==> config.mk <==
export PLATFORM = sky130hd
export DESIGN_NAME = pipeline_ctrl
export DESIGN_NICKNAME = d
export VERILOG_FILES = /design/src/rtl/pipeline_ctrl.sv
export SDC_FILE = /design/constraint.sdc
export NUM_CORES = 1
export LEC_CHECK = 0
export ABC_AREA = 1
export BUFFER_PORTS_ARGS = -buffer_cell sky130_fd_sc_hd__buf_2
export CAP_MARGIN = 30
export CORE_MARGIN = 5
export CORE_UTILIZATION = 50
export CTS_CLUSTER_SIZE = 24
export DETAILED_ROUTE_END_ITERATION = 6
export PLACE_DENSITY = 0.76
export SYNTH_ARGS = -nofsm -noshare
export SYNTH_HDL_FRONTEND = slang
export SYNTH_SLANG_ARGS = --single-unit
==> constraint.sdc <==
create_clock -name clk -period 1.6 [get_ports clk]
set_input_delay 0.32 -clock clk [delete_from_list [all_inputs] [get_ports clk]]
set_output_delay 0.32 -clock clk [all_outputs]
set_load 0.01 [all_outputs]
==> src/rtl/pipeline_ctrl.sv <==
`default_nettype none
// ============================================================================
// pipeline_ctrl : run/drain sequencer, load-use stall and MEM-redirect squash
//                 control with saturating performance counters.  Rev 1.0
// ============================================================================
module pipeline_ctrl #(
   parameter int REG_ADDR_W   = 5,
   parameter int CNT_W        = 32,
   parameter int DRAIN_CYCLES = 3
) (
   input  logic                  clk,
   input  logic                  arst_n,
   input  logic                  enable,
   input  logic                  clr_cnt,
   input  logic [REG_ADDR_W-1:0] id_rs,
   input  logic [REG_ADDR_W-1:0] id_rt,
   input  logic                  id_uses_rt,
   input  logic                  id_ex_mem_read,
   input  logic [REG_ADDR_W-1:0] id_ex_rt,
   input  logic                  ex_mem_branch,
   input  logic                  ex_mem_zero,
   input  logic                  ex_mem_jump,
   output logic                  pc_en,
   output logic                  if_id_en,
   output logic                  id_ex_en,
   output logic                  ex_mem_en,
   output logic                  mem_wb_en,
   output logic                  if_id_flush,
   output logic                  id_ex_flush,
   output logic                  ex_mem_flush,
   output logic [1:0]            state,
   output logic [CNT_W-1:0]      cycle_cnt,
   output logic [CNT_W-1:0]      stall_cnt,
   output logic [CNT_W-1:0]      flush_cnt
);

   typedef enum logic [1:0] {
      IDLE  = 2'b00,
      RUN   = 2'b01,
      DRAIN = 2'b10
   } state_t;

   localparam int                  c_drain_w    = (DRAIN_CYCLES < 2) ? 1 : $clog2(DRAIN_CYCLES + 1);
   localparam logic [c_drain_w-1:0] c_drain_load = c_drain_w'(DRAIN_CYCLES);

   state_t                 r_state, w_state_nxt;
   logic [c_drain_w-1:0]   r_drain, w_drain_nxt;
   logic                   w_stall, w_redirect, w_hold;

   assign w_stall    = id_ex_mem_read & (id_ex_rt != '0) &
                       ((id_ex_rt == id_rs) | (id_uses_rt & (id_ex_rt == id_rt)));
   assign w_redirect = (ex_mem_branch & ex_mem_zero) | ex_mem_jump;
   assign w_hold     = w_stall & ~w_redirect;
   assign state      = r_state;

   always_ff @(posedge clk or negedge arst_n) begin
      if (!arst_n) begin
         r_state <= IDLE;
         r_drain <= '0;
      end else begin
         r_state <= w_state_nxt;
         r_drain <= w_drain_nxt;
      end
   end

   always_comb begin
      pc_en        = 1'b0;
      if_id_en     = 1'b0;
      id_ex_en     = 1'b0;
      ex_mem_en    = 1'b0;
      mem_wb_en    = 1'b0;
      if_id_flush  = 1'b0;
      id_ex_flush  = 1'b0;
      ex_mem_flush = 1'b0;
      w_state_nxt  = r_state;
      w_drain_nxt  = r_drain;
      case (r_state)
         IDLE: begin
            if (enable) w_state_nxt = RUN;
         end
         RUN: begin
            pc_en        = ~w_stall | w_redirect;
            if_id_en     = ~w_stall | w_redirect;
            id_ex_en     = 1'b1;
            ex_mem_en    = 1'b1;
            mem_wb_en    = 1'b1;
            if_id_flush  = w_redirect;
            id_ex_flush  = w_stall | w_redirect;
            ex_mem_flush = w_redirect;
            if (!enable) begin
               w_state_nxt = DRAIN;
               w_drain_nxt = c_drain_load;
            end
         end
         DRAIN: begin
            // PC still follows a taken redirect so a later resume fetches the right path
            pc_en        = w_redirect;
            if_id_en     = ~w_stall | w_redirect;
            id_ex_en     = 1'b1;
            ex_mem_en    = 1'b1;
            mem_wb_en    = 1'b1;
            if_id_flush  = 1'b1;
            id_ex_flush  = w_stall | w_redirect;
            ex_mem_flush = w_redirect;
            if (enable) begin
               w_state_nxt = RUN;
               w_drain_nxt = '0;
            end else if (!w_hold) begin
               if ((r_drain == '0) || (r_drain == c_drain_w'(1))) begin
                  w_state_nxt = IDLE;
                  w_drain_nxt = '0;
               end else begin
                  w_drain_nxt = r_drain - 1'b1;
               end
            end
         end
         default: begin
            w_state_nxt = IDLE;
            w_drain_nxt = '0;
         end
      endcase
   end

   function automatic logic [CNT_W-1:0] sat_inc(input logic [CNT_W-1:0] v, input logic inc);
      return (inc && !(&v)) ? v + 1'b1 : v;
   endfunction

   logic w_run, w_active;
   assign w_run    = (r_state == RUN);
   assign w_active = (r_state == RUN) || (r_state == DRAIN);

   always_ff @(posedge clk or negedge arst_n) begin
      if (!arst_n) begin
         cycle_cnt <= '0;
         stall_cnt <= '0;
         flush_cnt <= '0;
      end else if (clr_cnt) begin
         cycle_cnt <= '0;
         stall_cnt <= '0;
         flush_cnt <= '0;
      end else begin
         cycle_cnt <= sat_inc(cycle_cnt, w_run);
         stall_cnt <= sat_inc(stall_cnt, w_active & w_hold);
         flush_cnt <= sat_inc(flush_cnt, w_active & w_redirect);
      end
   end

endmodule
`default_nettype wire
==> results of run 1 <==
sequential cells by signal, indices dropped and copies added (netlist names):
signal / count
state: 2
cycle_cnt: 32
flush_cnt: 32
stall_cnt: 32
r_drain: 2
kinds of logic (layout without fill, tap and decap cells):
logic type / after synthesis / in the layout
adder cells (fa/ha/maj): 7 / 7
AND/OR/NAND/NOR: 684 / 685
flip-flops: 100 / 100
buffers and inverters: 170 / 518
XOR/XNOR: 41 / 41
AO/OA/AOI/OAI: 79 / 79
power groups by stage:
stage | clock network, mW | registers, mW | logic (mW)
finish | 2.58 | 2.68 | 3.40
floorplan | 0 | 2.78 | 1.50
global placement | 0 | 2.72 | 2.28
global route | 2.70 | 2.69 | 3.61
detailed placement | 0 | 2.73 | 2.34
CTS | 2.60 | 2.68 | 3.00
layout make-up:
type	instances	area [um2]
clock inverters	4	98.8
multi-input cells	812	4630
fillers	994	3000
repair inverters	1	7.51
inverters	137	546
clock buffers	10	239
repair buffers	366	2730
well taps	180	225
flip-flops and latches	100	2510
worst min-delay path by stage:
stage            start      endpoint  slack, ns  depth (start not counted)
5_1_grt        clr_cnt  cycle_cnt[6]       0.40                          3
3_5_place_dp    arst_n      state[0]       0.28                          1
2_1_floorplan   arst_n  cycle_cnt[0]       0.02                          0
3_3_place_gp    arst_n      state[0]       0.28                          1
6_report        enable      state[0]       0.39                          5
4_1_cts         enable      state[0]       0.36                          5
synth_stat cells, types with 2 or more instances:
cell,instances,area share
a21o_1,2,0.0021
a21oi_1,9,0.0063
buf_1,6,0.0031
buf_2,7,0.0049
buf_4,4,0.0042
buf_6,11,0.017
clkbuf_1,5,0.0026
dfrtp_1,100,0.35
ha_1,7,0.012
inv_1,129,0.067
inv_2,7,0.0037
nand2_1,315,0.16
nand2_2,9,0.0078
nand2_4,3,0.0047
nand3_1,119,0.083
nand3_2,4,0.0056
nand4_1,42,0.037
nor2_1,145,0.076
nor2_2,3,0.0026
nor2_4,5,0.0078
nor3_1,33,0.023
nor3_2,2,0.0028
o21ai_0,41,0.029
o21ai_1,2,0.0014
o21ai_2,18,0.022
o31ai_1,4,0.0042
xnor2_1,16,0.019
xor2_1,25,0.030
through the flow:
step	TNS, ns	setup WS (ns)	util	hold WS, ns
after floorplan	-6.65	-0.157	-	0.0244
after CTS	-8.29	-0.258	0.759	0.358
after global routing	-23.10	-0.371	0.786	0.397
after detailed placement	-6.46	-0.178	0.678	0.279
after global placement	-1.94	-0.0867	0.678	0.276
final	-13.78	-0.325	0.786	0.391
worst max-delay path, cell delays in order (launching register included):
cell,delay (ns)
dfrtp_1,0.39
nand2_1,0.14
nor2_1,0.09
nand2_1,0.14
inv_1,0.07
nand3_2,0.10
nand2_2,0.08
buf_6,0.12
nor2_4,0.24
buf_6,0.22
nand3_1,0.11
nand2_1,0.14
repair_timing:
action	CTS	global route
pin swaps	30	43
endpoints found under the setup margin	99	109
hold endpoints to repair	23	0
gates resized for setup	108	91
hold buffers	1	0
buffers inserted	23	13
cloned	9	0
per-layer routing:
| metal | share of wire | vias to the layer above | routed length [um] |
|---|---|---|---|
| li1 | - | 4161 | - |
| met1 | 0.39 | 4226 | 10800 |
| met2 | 0.48 | 535 | 13300 |
| met3 | 0.085 | 119 | 2360 |
| met4 | 0.044 | 2 | 1210 |
| met5 | 0.00033 | - | 9 |
==> impl_metrics.env, run 1 <==
export IMPL_setup_viol=95
export IMPL_clock_skew_ns=0.0130
export IMPL_initial_core_util=0.514
export IMPL_clockRootBuffer="clkbuf_16"
export IMPL_r2r_end="stall_cnt[29]"
export IMPL_grtUsageMet1=0.391
export IMPL_worst_ep_required_time_ns=1.89
export IMPL_final_cell_mix="nand2_1 (295), buf_4 (202), buf_2 (123)"
export IMPL_routed_wl_um=27700
export IMPL_final_cell_area_um2=11000
export IMPL_combPwrFrac=0.392
export IMPL_grt_busiest_layer="met2"
export IMPL_drv_slew=0
export IMPL_synth_ff_type="dfrtp_1"
export IMPL_placed_cell_area_um2=9490
export IMPL_synthAdderAreaFrac=0.0122
export IMPL_grt_setup_unrepaired="true"
export IMPL_fmax_mhz=519
export IMPL_sw_frac_of_total=0.348
export IMPL_stdcell_count=1610
export IMPL_antennaDiodeCount=0
export IMPL_met3_usage=0.0495
export IMPL_drt_iter0_markers=852
export IMPL_ys_ff_latch=100
export IMPL_synth_compound_area_frac=0.0673
export IMPL_path_clk_slew_ns=0.08
export IMPL_rows=43
export IMPL_placed_cells=1554
export IMPL_drive_gt1_frac=0.399
export IMPL_p_seq_frac=0.310
export IMPL_crit_type="register to register"
export IMPL_die_y_um=130
export IMPL_critPathCaptureType="register"
export IMPL_async_flop_share=1.00
export IMPL_reg2reg_depth=11
export IMPL_grtUsageTotal=0.313
export IMPL_routedWlPerCell_um=17.2
export IMPL_antenna_found_initial=1
export IMPL_grt_pass1_wl_um=42000
export IMPL_synth_mux_area_frac=0
export IMPL_synth_enable_flop_cells=0
export IMPL_synth_cell_types=36
export IMPL_cp_arrival_ns=2.21
export IMPL_numCtsBuffers=9
export IMPL_slew_headroom=0.703
export IMPL_hpwl_um=17900
export IMPL_synth_top_family_by_area="simple AND/OR/NAND/NOR gates"
export IMPL_synthCells=1081
export IMPL_die_x_um=130
export IMPL_yosysWarnings=0
export IMPL_hold_viol=0
export IMPL_grt_overflow=0
export IMPL_nNetsFinal=1458
export IMPL_total_power_mw=8.66
export IMPL_dr_pass1_iters=7
export IMPL_p_leak_nw=5.44
export IMPL_gp_congestion=0.962
export IMPL_clock_sinks=100
export IMPL_p_per_area_nw_per_um2=788
export IMPL_outcome="complete, but fails checks"
export IMPL_vdd_drop_max_uv=593
export IMPL_drv_cap=0
export IMPL_cp_start_kind="register"
export IMPL_violations="DRC, setup timing"
export IMPL_fin_crit_sh=1.20
export IMPL_synth_xor_area_frac=0.0499
export IMPL_drc=39
export IMPL_cp_endpoint="stall_cnt[29]"
export IMPL_syn_avg_cell_area_um2=6.65
export IMPL_ctsLongestPathBuffers=2
export IMPL_gr_usage_met2=0.532
export IMPL_synthToLayoutAreaGrowth_pct=52.8
export IMPL_pin_count=130
export IMPL_numPortBuffers=129
export IMPL_grt_pass1_vias=8540
export IMPL_r2r_start="stall_cnt[21]"
export IMPL_final_common_cell="nand2_1"
export IMPL_vias=9043
export IMPL_antenna_left=0
export IMPL_hold_class="input pin to register"
export IMPL_grt_max_degree=65
export IMPL_cts_tree="done"
export IMPL_synth_simple_area_share=0.419
export IMPL_power_switching_mw=3.02
export IMPL_htree_levels=3
export IMPL_insertion_delay_ns=0.36
export IMPL_p_int_mw=5.64
export IMPL_dieArea_um2=16900
export IMPL_min_period_ns=1.93
export IMPL_synth_seq_area_share=0.348
export IMPL_coreArea_um2=14000
export IMPL_synth_nets=1112
export IMPL_post_drt_via_cell_ratio=5.62
export IMPL_ff2ff_setup_slack_ns=-0.33
export IMPL_syn_area_um2=7190
export IMPL_fin_ws_ns=-0.325
export IMPL_cp_startpoint="stall_cnt[21]"
export IMPL_crit_fanout=8
export IMPL_clkPwrFrac=0.298
export IMPL_worst_pin_slew_ns=0.445
Power figures use the tool's default switching activity.
==> run 2, diff against run 1 <==
--- a/config.mk
+++ b/config.mk
@@ -8,6 +8,7 @@
 export ABC_AREA = 1
 export BUFFER_PORTS_ARGS = -buffer_cell sky130_fd_sc_hd__buf_2
 export CAP_MARGIN = 30
+export CORE_ASPECT_RATIO = 0.8
 export CORE_MARGIN = 5
 export CORE_UTILIZATION = 50
 export CTS_CLUSTER_SIZE = 24
==> impl_metrics.env, run 2 (synthesized netlist as in run 1, its figures left out) <==
export IMPL_worst_ep_required_time_ns=1.28
export IMPL_grt_max_degree=35
export IMPL_antenna_found_initial=0
export IMPL_post_drt_via_cell_ratio=5.76
export IMPL_cp_start_kind="register"
export IMPL_crit_fanout=2
export IMPL_hpwl_um=17800
export IMPL_nNetsFinal=1467
export IMPL_routed_wl_um=30200
export IMPL_dieArea_um2=16900
export IMPL_drv_cap=0
export IMPL_cp_arrival_ns=1.53
export IMPL_vias=9356
export IMPL_drt_iter0_markers=1075
export IMPL_reg_top3="cycle_cnt x32, flush_cnt x32, stall_cnt x32"
export IMPL_coreArea_um2=14200
export IMPL_placed_cell_area_um2=9360
export IMPL_outcome="complete, but fails checks"
export IMPL_crit_type="register to output port"
export IMPL_vdd_drop_max_uv=676
export IMPL_numCtsBuffers=9
export IMPL_total_power_mw=9.70
export IMPL_stdcell_count=1625
export IMPL_clockRootBuffer="clkbuf_16"
export IMPL_placed_cells=1545
export IMPL_synthToLayoutAreaGrowth_pct=60.4
export IMPL_worst_pin_slew_ns=0.457
export IMPL_dr_pass1_iters=7
export IMPL_r2r_start="flush_cnt[20]"
export IMPL_min_period_ns=1.85
export IMPL_ff2ff_setup_slack_ns=-0.25
export IMPL_grt_setup_unrepaired="true"
export IMPL_final_common_cell="nand2_1"
export IMPL_drive_gt1_frac=0.446
export IMPL_insertion_delay_ns=0.37
export IMPL_finalSetupTns_ns=-14.12
export IMPL_fin_ws_ns=-0.253
export IMPL_gp_congestion=0.972
export IMPL_reg2reg_depth=11
export IMPL_hold_end="r_drain[1]"
export IMPL_die_x_um=144
export IMPL_die_y_um=117
export IMPL_htree_levels=3
export IMPL_violations="DRC, setup timing"
export IMPL_routedWlPerCell_um=18.6
export IMPL_path_clk_slew_ns=0.07
export IMPL_slew_headroom=0.695
export IMPL_grtUsageTotal=0.329
export IMPL_r2r_end="flush_cnt[20]"
export IMPL_p_per_area_nw_per_um2=841
export IMPL_drc=2
export IMPL_hold_viol=0
export IMPL_cts_tree="done"
export IMPL_worstHoldStart="enable"
export IMPL_drv_slew=0
export IMPL_antennaDiodeCount=0
export IMPL_p_leak_nw=5.77
export IMPL_clock_sinks=100
export IMPL_grt_pass1_vias=8794
export IMPL_ctsLongestPathBuffers=2
export IMPL_pin_count=130
export IMPL_critPathCaptureType="output port"
export IMPL_antenna_left=0
export IMPL_numPortBuffers=129
export IMPL_grt_pass1_wl_um=43900
export IMPL_setup_viol=104
export IMPL_fin_crit_sh=1.16
export IMPL_clock_skew_ns=0.0128
export IMPL_initial_core_util=0.507
export IMPL_min_path_cells=4
export IMPL_nFillCells=859
export IMPL_fmax_mhz=540
export IMPL_final_cell_mix="nand2_1 (278), buf_4 (203), buf_2 (123)"
export IMPL_grt_overflow=0
export IMPL_final_cell_area_um2=11500
export IMPL_hold_class="input pin to register"
export IMPL_rows=39
[run 2: how the worst max path moves through the flow]
stage | from | depth (start not counted) | end
after CTS | state[0] | 6 | if_id_flush
final | state[0] | 6 | if_id_flush
after global routing | flush_cnt[1] | 11 | flush_cnt[20]
after floorplan | flush_cnt[1] | 11 | flush_cnt[26]
after detailed placement | flush_cnt[0] | 10 | flush_cnt[15]
after global placement | flush_cnt[0] | 11 | flush_cnt[18]
[run 2: area by class of cell]
type                    count  area [um2]  area share
multi-input cells         812        4970       0.431
repair buffers            370        2850       0.247
flip-flops and latches    100        2510       0.218
inverters                 137         566      0.0490
clock buffers              11         243      0.0210
well taps                 184         230      0.0200
clock inverters             5        85.1     0.00737
repair inverters            6        82.6     0.00716
[run 2: through the flow]
| step | worst slack [ns] | utilization | hold slack [ns] |
|---|---|---|---|
| 4_1_cts | -0.242 | 0.764 | 0.354 |
| 3_5_place_dp | -0.164 | 0.659 | 0.265 |
| 6_report | -0.253 | 0.812 | 0.394 |
| 5_1_grt | -0.337 | 0.812 | 0.425 |
| 3_3_place_gp | -0.0916 | 0.659 | 0.260 |
| 2_1_floorplan | -0.157 | - | 0.0244 |
[run 2: what timing repair did]
action,4_1_cts,5_1_grt
cloned,13,3
endpoints found under the hold margin,20,0
pin swaps,40,55
hold buffers,1,0
gates resized for setup,154,157
endpoints found under the setup margin,106,108
setup buffers,33,18
[run 2: power by group]
group | internal, mW | total [mW] | switching, mW
clock network | 1.42 | 2.50 | 1.08
registers | 2.62 | 2.69 | 0.0722
logic | 1.97 | 4.51 | 2.54
total | 6.01 | 9.70 | 3.69
[run 2: worst max-delay path: stages, from the launching register on]
cell and delay [ns]:
dfrtp_2 0.37, inv_2 0.05, ha_4 0.28, inv_4 0.04
buf_6 0.11, o22ai_2 0.16, buf_2 0.15
[run 2: metal layers]
metal / track usage / share of wire / up-vias
met5: 0 / 0 / -
li1: - / - / 4182
met3: 0.0630 / 0.11 / 189
met4: 0.149 / 0.055 / 0
met2: 0.539 / 0.46 / 662
met1: 0.424 / 0.37 / 4323
==> run 3, diff against run 2 <==
--- a/config.mk
+++ b/config.mk
@@ -13,7 +13,7 @@
 export CORE_UTILIZATION = 50
 export CTS_CLUSTER_SIZE = 24
 export DETAILED_ROUTE_END_ITERATION = 6
-export PLACE_DENSITY = 0.76
+export PLACE_DENSITY = 0.73
 export SYNTH_ARGS = -nofsm -noshare
 export SYNTH_HDL_FRONTEND = slang
 export SYNTH_SLANG_ARGS = --single-unit
==> constraint.sdc (replaced) <==
create_clock -name clk -period 2.3 [get_ports clk]
set_input_delay 0.46 -clock clk [delete_from_list [all_inputs] [get_ports clk]]
set_output_delay 0.46 -clock clk [all_outputs]
set_load 0.01 [all_outputs]
==> impl_metrics.env, run 3 (synthesized netlist as in run 1, its figures left out) <==
export IMPL_ff2ff_setup_slack_ns=0.23
export IMPL_rows=39
export IMPL_antennaDiodeCount=0
export IMPL_drt_iter0_markers=712
export IMPL_crit_buf_inv=4
export IMPL_drv_slew=0
export IMPL_vias=7346
export IMPL_dr_pass1_iters=6
export IMPL_wl_met2_um=8450
export IMPL_path_clk_slew_ns=0.07
export IMPL_drv_cap=0
export IMPL_routed_wl_um=20300
export IMPL_placed_cells=1383
export IMPL_grt_pass1_wl_um=33900
export IMPL_finalSetupTns_ns=0
export IMPL_gp_congestion=0.986
export IMPL_synthToLayoutAreaGrowth_pct=16.0
export IMPL_r2r_start="stall_cnt[0]"
export IMPL_pin_count=130
export IMPL_crit_top_cell="inv_1"
export IMPL_dpl_worst_slack_ns=0.228
export IMPL_p_int_mw=3.10
export IMPL_clkPwrFrac=0.327
export IMPL_numPortBuffers=129
export IMPL_reg_top3="cycle_cnt x32, flush_cnt x32, stall_cnt x32"
export IMPL_min_period_ns=2.19
export IMPL_cp_top_family="flip-flops"
export IMPL_final_util=0.588
export IMPL_hold_class="input pin to asynchronous set/reset pin"
export IMPL_numCtsBuffers=9
export IMPL_crit_fanout=4
export IMPL_crit_type="register to output port"
export IMPL_topRoutingLayerUsed="met4"
export IMPL_final_common_cell="nand2_1"
export IMPL_hpwl_um=15600
export IMPL_fmax_mhz=457
export IMPL_final_cell_mix="nand2_1 (315), nor2_1 (144), buf_2 (128)"
export IMPL_dieArea_um2=16900
export IMPL_worst_ep_required_time_ns=1.84
export IMPL_worst_path_max_delay_cell="dfrtp_1"
export IMPL_outcome="complete, no violations"
export IMPL_grtUsageTotal=0.249
export IMPL_initial_core_util=0.507
export IMPL_vdd_drop_max_uv=870
export IMPL_grt_overflow=0
export IMPL_final_cell_area_um2=8350
export IMPL_hold_viol=0
export IMPL_insertion_delay_ns=0.36
export IMPL_grt_pass1_vias=6685
export IMPL_drc=0
export IMPL_cts_tree="done"
export IMPL_combPwrFrac=0.276
export IMPL_nNetsFinal=1242
export IMPL_clock_sinks=100
export IMPL_cp_arrival_ns=1.73
export IMPL_p_seq_frac=0.396
export IMPL_worst_pin_slew_ns=0.617
export IMPL_cp_start_kind="register"
export IMPL_clockRootBuffer="clkbuf_16"
export IMPL_power_switching_mw=1.63
export IMPL_critPathCaptureType="output port"
export IMPL_ctsLongestPathBuffers=2
export IMPL_routedWlPerCell_um=14.5
export IMPL_stdcell_count=1400
export IMPL_antenna_left=0
export IMPL_slew_headroom=0.589
export IMPL_setup_viol=0
export IMPL_clock_skew_ns=0.00693
export IMPL_crit_chain="inv_1 -> ha_1 -> inv_1 -> nor2_2 -> inv_1 -> o22ai_1 -> buf_2"
export IMPL_critPathMaxStageDelay_ns=0.40
export IMPL_antenna_found_initial=0
export IMPL_die_x_um=144
export IMPL_dr_wl_met3_um=1780
export IMPL_htree_levels=3
export IMPL_cts_hold_buf=0
export IMPL_die_y_um=117
export IMPL_placed_cell_area_um2=8030
export IMPL_coreArea_um2=14200
export IMPL_drt_met1_wl_um=9770
export IMPL_sw_frac_of_total=0.345
export IMPL_hold_ws_ns=0.0392
export IMPL_r2r_end="stall_cnt[15]"
export IMPL_reg2reg_depth=11
export IMPL_post_drt_via_cell_ratio=5.25
export IMPL_p_per_area_nw_per_um2=568
export IMPL_drive_gt1_frac=0.185
export IMPL_grt_max_degree=65
export IMPL_total_power_mw=4.74
export IMPL_fin_crit_sh=0.952
export IMPL_p_leak_nw=4.16
export IMPL_fin_ws_ns=0.111
run 3: changes by cell type in the layout (fill, tap and decap cells not counted), moves of 14 or more:
cell     before  now
nand3_1      67  119
o21ai_2      45   18
nand2_1     278  315
nor3_1       19   33
buf_6        23    0
buf_4       203   22
nand3_2      50    4
o21ai_0       7   41
nor2_2       20    4
nor2_1      115  144
nand2_2      31    9
run 3: timing repair:
action / in CTS / in global routing
buffers inserted: 0 / 1
gates resized for setup: 0 / 3
endpoints found under the setup margin: 0 / 9
run 3: worst max-delay path by stage:
stage	to	slack, ns	start	cells past startpoint
after global routing	if_id_flush	-0.00007	state[1]	7
after detailed placement	cycle_cnt[22]	0.23	cycle_cnt[0]	10
after global placement	stall_cnt[29]	0.28	stall_cnt[0]	11
final	if_id_flush	0.11	state[1]	7
after floorplan	if_id_flush	0.15	state[0]	6
after CTS	if_id_flush	0.06	state[0]	7
run 3: final cells by class:
cell class	count	area (um2)
clock buffer	10	239
clock inverter	6	63.8
fill	1385	5850
inverter	137	518
multi-input combinational	811	3950
sequential	100	2500
tap	184	230
timing repair buffer	152	846
run 3: power by group through the flow:
| stage | combinational, mW | sequential (mW) | clock [mW] |
|---|---|---|---|
| finish | 1.31 | 1.88 | 1.55 |
| global route | 1.45 | 1.89 | 1.67 |
| global placement | 1.28 | 1.91 | 0 |
| CTS | 1.30 | 1.88 | 1.59 |
| detailed placement | 1.30 | 1.91 | 0 |
| floorplan | 0.940 | 1.93 | 0 |
run 3: metal layers:
layer | global-route usage | vias up
li1 | - | 3715
met1 | 0.378 | 3290
met2 | 0.362 | 317
met3 | 0.0487 | 24
met4 | 0.0690 | 0
met5 | 0 | -
run 3: worst register-to-register path, delay by kind of cell (launching register included):
kind	cells	cell delay [ns]
and+or+nand+nor	8	0.88
DFF	1	0.48
adders and majority gates	1	0.28
buffers and inverters	2	0.32
